**src/rtl/uart_alu_sequencer.sv**
```systemverilog
// Collects A, B, opcode bytes from uart_rx, runs them through the ALU and hands the result to uart_tx.
// Optional inter-byte timeout is enabled by defining UART_ALU_SEQ_TIMEOUT_EN.
module uart_alu_sequencer #(
  parameter int N              = 8,
  parameter int TIMEOUT_CYCLES = 1000000
) (
  input  logic         clk,
  input  logic         reset,
  input  logic [N-1:0] i_rx_data,
  input  logic         i_rx_valid,
  input  logic [N-1:0] i_alu_result,
  input  logic         i_tx_done,
  output logic [N-1:0] o_A,
  output logic [N-1:0] o_B,
  output logic [N-1:0] o_op,
  output logic [N-1:0] o_tx_data,
  output logic         o_tx_start,
  output logic         o_busy,
  output logic         o_timeout,
  output logic         o_overrun
);

  typedef enum logic [2:0] {
    S_IDLE,
    S_GOT_A,
    S_GOT_B,
    S_EXEC,
    S_TX_WAIT
  } state_t;

  if (TIMEOUT_CYCLES < 2) begin : g_param_check
    $error("uart_alu_sequencer: TIMEOUT_CYCLES must be at least 2");
  end

  state_t       r_state;
  logic [N-1:0] r_A;
  logic [N-1:0] r_B;
  logic [N-1:0] r_op;
  logic [N-1:0] r_tx_data;
  logic         r_tx_start;
  logic         r_overrun;

`ifdef UART_ALU_SEQ_TIMEOUT_EN
  localparam int CW = $clog2(TIMEOUT_CYCLES);

  logic [CW-1:0] r_cnt;
  logic          r_timeout;
  logic          w_expire;

  // Expiry fires on the edge where the counter would reach TIMEOUT_CYCLES-1.
  assign w_expire  = (r_cnt == CW'(TIMEOUT_CYCLES - 2));
  assign o_timeout = r_timeout;
`else
  assign o_timeout = 1'b0;
`endif

  always_ff @(posedge clk) begin
    if (reset) begin
      r_state    <= S_IDLE;
      r_A        <= '0;
      r_B        <= '0;
      r_op       <= '0;
      r_tx_data  <= '0;
      r_tx_start <= 1'b0;
      r_overrun  <= 1'b0;
`ifdef UART_ALU_SEQ_TIMEOUT_EN
      r_cnt      <= '0;
      r_timeout  <= 1'b0;
`endif
    end else begin
      r_tx_start <= 1'b0;
`ifdef UART_ALU_SEQ_TIMEOUT_EN
      r_timeout  <= 1'b0;
`endif
      case (r_state)
        S_IDLE: begin
          if (i_rx_valid) begin
            r_A     <= i_rx_data;
            r_state <= S_GOT_A;
          end
`ifdef UART_ALU_SEQ_TIMEOUT_EN
          r_cnt <= '0;
`endif
        end
        S_GOT_A: begin
          if (i_rx_valid) begin
            r_B     <= i_rx_data;
            r_state <= S_GOT_B;
`ifdef UART_ALU_SEQ_TIMEOUT_EN
            r_cnt   <= '0;
          end else if (w_expire) begin
            r_state   <= S_IDLE;
            r_timeout <= 1'b1;
            r_cnt     <= '0;
          end else begin
            r_cnt <= r_cnt + CW'(1);
`endif
          end
        end
        S_GOT_B: begin
          if (i_rx_valid) begin
            r_op    <= i_rx_data;
            r_state <= S_EXEC;
`ifdef UART_ALU_SEQ_TIMEOUT_EN
            r_cnt   <= '0;
          end else if (w_expire) begin
            r_state   <= S_IDLE;
            r_timeout <= 1'b1;
            r_cnt     <= '0;
          end else begin
            r_cnt <= r_cnt + CW'(1);
`endif
          end
        end
        S_EXEC: begin
          // ALU inputs have been stable for a full cycle by now.
          r_tx_data  <= i_alu_result;
          r_tx_start <= 1'b1;
          r_state    <= S_TX_WAIT;
          if (i_rx_valid) r_overrun <= 1'b1;
        end
        S_TX_WAIT: begin
          if (i_tx_done) r_state <= S_IDLE;
          if (i_rx_valid) r_overrun <= 1'b1;
        end
        default: r_state <= S_IDLE;
      endcase
    end
  end

  assign o_A        = r_A;
  assign o_B        = r_B;
  assign o_op       = r_op;
  assign o_tx_data  = r_tx_data;
  assign o_tx_start = r_tx_start;
  assign o_overrun  = r_overrun;
  assign o_busy     = (r_state != S_IDLE);

endmodule
```
**config.mk**
```make
export PLATFORM = sky130hd
export DESIGN_NAME = uart_alu_sequencer
export DESIGN_NICKNAME = d
export VERILOG_FILES = /design/src/rtl/uart_alu_sequencer.sv
export SDC_FILE = /design/constraint.sdc
export NUM_CORES = 1
export LEC_CHECK = 0
export CAP_MARGIN = 20
export CELL_PAD_IN_SITES_DETAIL_PLACEMENT = 2
export CELL_PAD_IN_SITES_GLOBAL_PLACEMENT = 2
export CORE_MARGIN = 2
export CORE_UTILIZATION = 22
export DETAILED_ROUTE_END_ITERATION = 8
export PLACE_DENSITY = 0.7
export SLEW_MARGIN = 5
export SYNTH_ARGS = -nofsm -noshare
export SYNTH_HDL_FRONTEND = slang
export SYNTH_SLANG_ARGS = --single-unit
```
**constraint.sdc**
```tcl
create_clock -name clk -period 1.45 [get_ports clk]
set_clock_uncertainty 0.2 [all_clocks]
set_input_delay 0.145 -clock clk [delete_from_list [all_inputs] [get_ports clk]]
set_output_delay 0.145 -clock clk [all_outputs]
set_load 0.005 [all_outputs]
```
==> impl_metrics.csv <==
group,metric,value,unit
clock_network,path_clk_slew,0.08,ns
logic_synthesis,synth.largest_area_cell,"dfxtp_1",
flow_run,cap_violations,0,
logic_synthesis,synth_cell_types,20,
pwr,power_leakage,1.073,nW
sta,rsz0062_at_grt,"yes",
final_layout,post-route-util,36.75,%
die,core_area,6277,µm²
clock_network,clock_latency,0.28,ns
routing,wirelength,4163,µm
run_status,violations,"setup timing",
min_path,hold_class,"input port to register",
sta,fmax,658.4,MHz
setup_path,arrival,1.50,ns
routing,first_pass_iters,3,
final_layout,n_fill_cell,702,
final_layout,final_common_cell,"dlygate4sd2_1",
sta,whs,0.09491,ns
final_layout,final_layout_size_suffix_gt1_share,30.19,%
logic_synthesis,yosysWarningCount,0,
routing,postRouteAntennaNets,0,
setup_path,critPathRequiredTime,1.44,ns
clock_network,clock_sinks,37,
logic_synthesis,syn_area_per_cell,9.861,µm²
setup_path,cp_max_fo,8,
setup_path,cp-startpoint,"r_state[0]",
routing,wl_per_cell,14.40,µm
setup_path,path_cells,"buf_6 -> or4b_4 -> nand2_2 -> a21oi_2",
clock_network,htree_levels,2,
run_status,status,"complete, but fails checks",
clock_network,numCtsBuffers,5,
final_layout,final_cell_mix,"dlygate4sd2_1, nor2_1, mux2i_1, dfxtp_2, clkdlybuf4s50_1",
global_route,grt_max_degree,33,
logic_synthesis,ys_ff_latch,37,
clock_network,cts_tree,"done",
die,initial_utilization,22.46,%
sta,fin_crit_sh,104.8,%
setup_path,crit_path_start_kind,"register",
final_layout,antennaDiodeCount,0,
pwr,p_per_area,993.5,nW/µm²
die,num_rows,29,
clock_network,clock-root-buffer,"clkbuf_8",
logic_synthesis,netlist_area,1410,µm²
sta,hold_viol,0,
global_route,grt_pass1_vias,1348,
sta,setup_slack,-0.06893,ns
setup_path,path_class,"register to register",
logic_synthesis,syn_inst,143,
routing,vias,1243,
placed_design,gp_congestion,0.6948,
die,dieWidth,84.06,µm
global_route,grt_overflow,0,
routing,initialDrtViolationCount,24,
die,die_h,84.06,µm
routing,viasPerCell,4.301,
placed_design,port_buffers,54,
setup_path,slowest_stage,"or4b_4",
pwr,peakVddDrop,0.0004180,V
setup_path,cp_slowest_stage_delay,0.61,ns
final_layout,syn_to_final_growth,63.62,%
setup_path,cp-end-kind,"register",
placed_design,dpl.hpwl,2931,µm
die,die-area,7066,µm²
global_route,grt_pass1_wl,6596,µm
global_route,grt_usage,12.16,%
logic_synthesis,netlist.area_leader.share,52.53,%
setup_path,r2r_start,"r_state[0]",
die,ioPinCount,56,
final_layout,fin_nets,231,
logic_synthesis,synth_fp_nets,163,
min_path,min_from,"i_rx_valid",
sta,final_max_slew_viol_count,0,
clock_network,clockBufferDepth,2,
logic_synthesis,ys_seq_area_share,52.53,%
routing,drcViolationCount,0,
sta,final_period_minus_worst_setup_slack,1.519,ns
logic_synthesis,synth_area_leaders,"dfxtp_1, mux2i_1, nor2_1",
global_route,antenna_found_initial,0,
sta,report.final.setup_viol,23,
[cell type report]
| class | count | area [µm²] | share of cell area, % |
|---|---|---|---|
| Inverter | 2 | 7.507 | 0.3254 |
| Clock buffer | 5 | 68.82 | 2.983 |
| Clock inverter | 3 | 43.79 | 1.898 |
| Tap cell | 77 | 96.34 | 4.176 |
| Timing Repair Buffer | 73 | 705.7 | 30.59 |
| Sequential cell | 37 | 769.5 | 33.35 |
| Multi-Input combinational cell | 92 | 615.6 | 26.68 |
[where the power goes]
part	switching, mW	leakage, nW	internal (mW)	total (mW)
Combinational	0.130	0.704	0.178	0.308
Clock	0.395	0.0585	0.515	0.910
Sequential	0.0195	0.311	1.05	1.07
Total	0.544	1.07	1.75	2.29
[critical path, delay by kind of cell, from the launching register on]
kind | cells | cell delay (ns)
buffers and inverters | 1 | 0.11
AO/OA/AOI/OAI | 1 | 0.05
AND/OR/NAND/NOR | 2 | 0.72
flip-flops | 1 | 0.33
[cell usage after synthesis]
library cell / count
nor3b_1: 1
inv_1: 2
clkbuf_1: 4
or3_2: 1
nor3_1: 2
buf_2: 2
dfxtp_1: 37
nor4b_4: 1
or4b_4: 1
and4bb_2: 2
mux2i_1: 24
nand3b_1: 2
a21oi_1: 11
nor2_1: 27
nand2_1: 17
buf_6: 2
and3b_1: 1
conb_1: 1
buf_4: 4
a311oi_1: 1
[per-layer routing]
layer	wire [µm]	track usage, %	vias up
met5	0	0	-
met4	68	4.839	0
met3	174	2.967	5
met2	2074	20.49	29
met1	1845	14.79	602
li1	-	-	607
[registers in the layout (all words and copies together) (netlist names)]
name / cells
o_tx_data: 8
o_B: 8
o_tx_start: 1
o_A: 8
r_state: 3
o_op: 8
o_overrun: 1
[what timing repair did]
item	4_1_cts	5_1_grt
endpoints found under the setup margin	67	35
buffers inserted	5	0
hold buffers	0	0
gates resized for setup	72	3
pin swaps	6	9
[cell families after synthesis]
family / count (synthesis) / share of synthesized area [%]
muxes: 24 / 17.04
AOI/OAI and AO/OA: 12 / 4.525
other: 1 / 0.2659
buffers and inverters: 14 / 6.034
DFF: 37 / 52.53
and+or+nand+nor: 55 / 19.61
[stage by stage]
step / worst slack [ns] / total power, mW / cells / setup TNS [ns] / cell area [µm²]
2_1_floorplan: -0.04693 / 1.218 / 143 / -0.3741 / 1414
3_3_place_gp: -0.3111 / 1.399 / 276 / -7.136 / 2125
3_5_place_dp: -0.3588 / 1.405 / 276 / -7.845 / 2125
4_1_cts: -0.07574 / 2.333 / 289 / -0.8224 / 2295
5_1_grt: -0.1161 / 2.413 / 289 / -2.364 / 2307
6_report: -0.06893 / 2.292 / 289 / -0.6302 / 2307
[worst paths after layout]
check	endpoint	slack, ns	depth (start not counted)
max	o_A[5]	-0.07	4
min	o_overrun	0.09	3
max reg2reg	o_A[5]	-0.07	4
min reg2reg	o_A[5]	0.27	2
No activity file was read; power rests on OpenSTA's default activity.
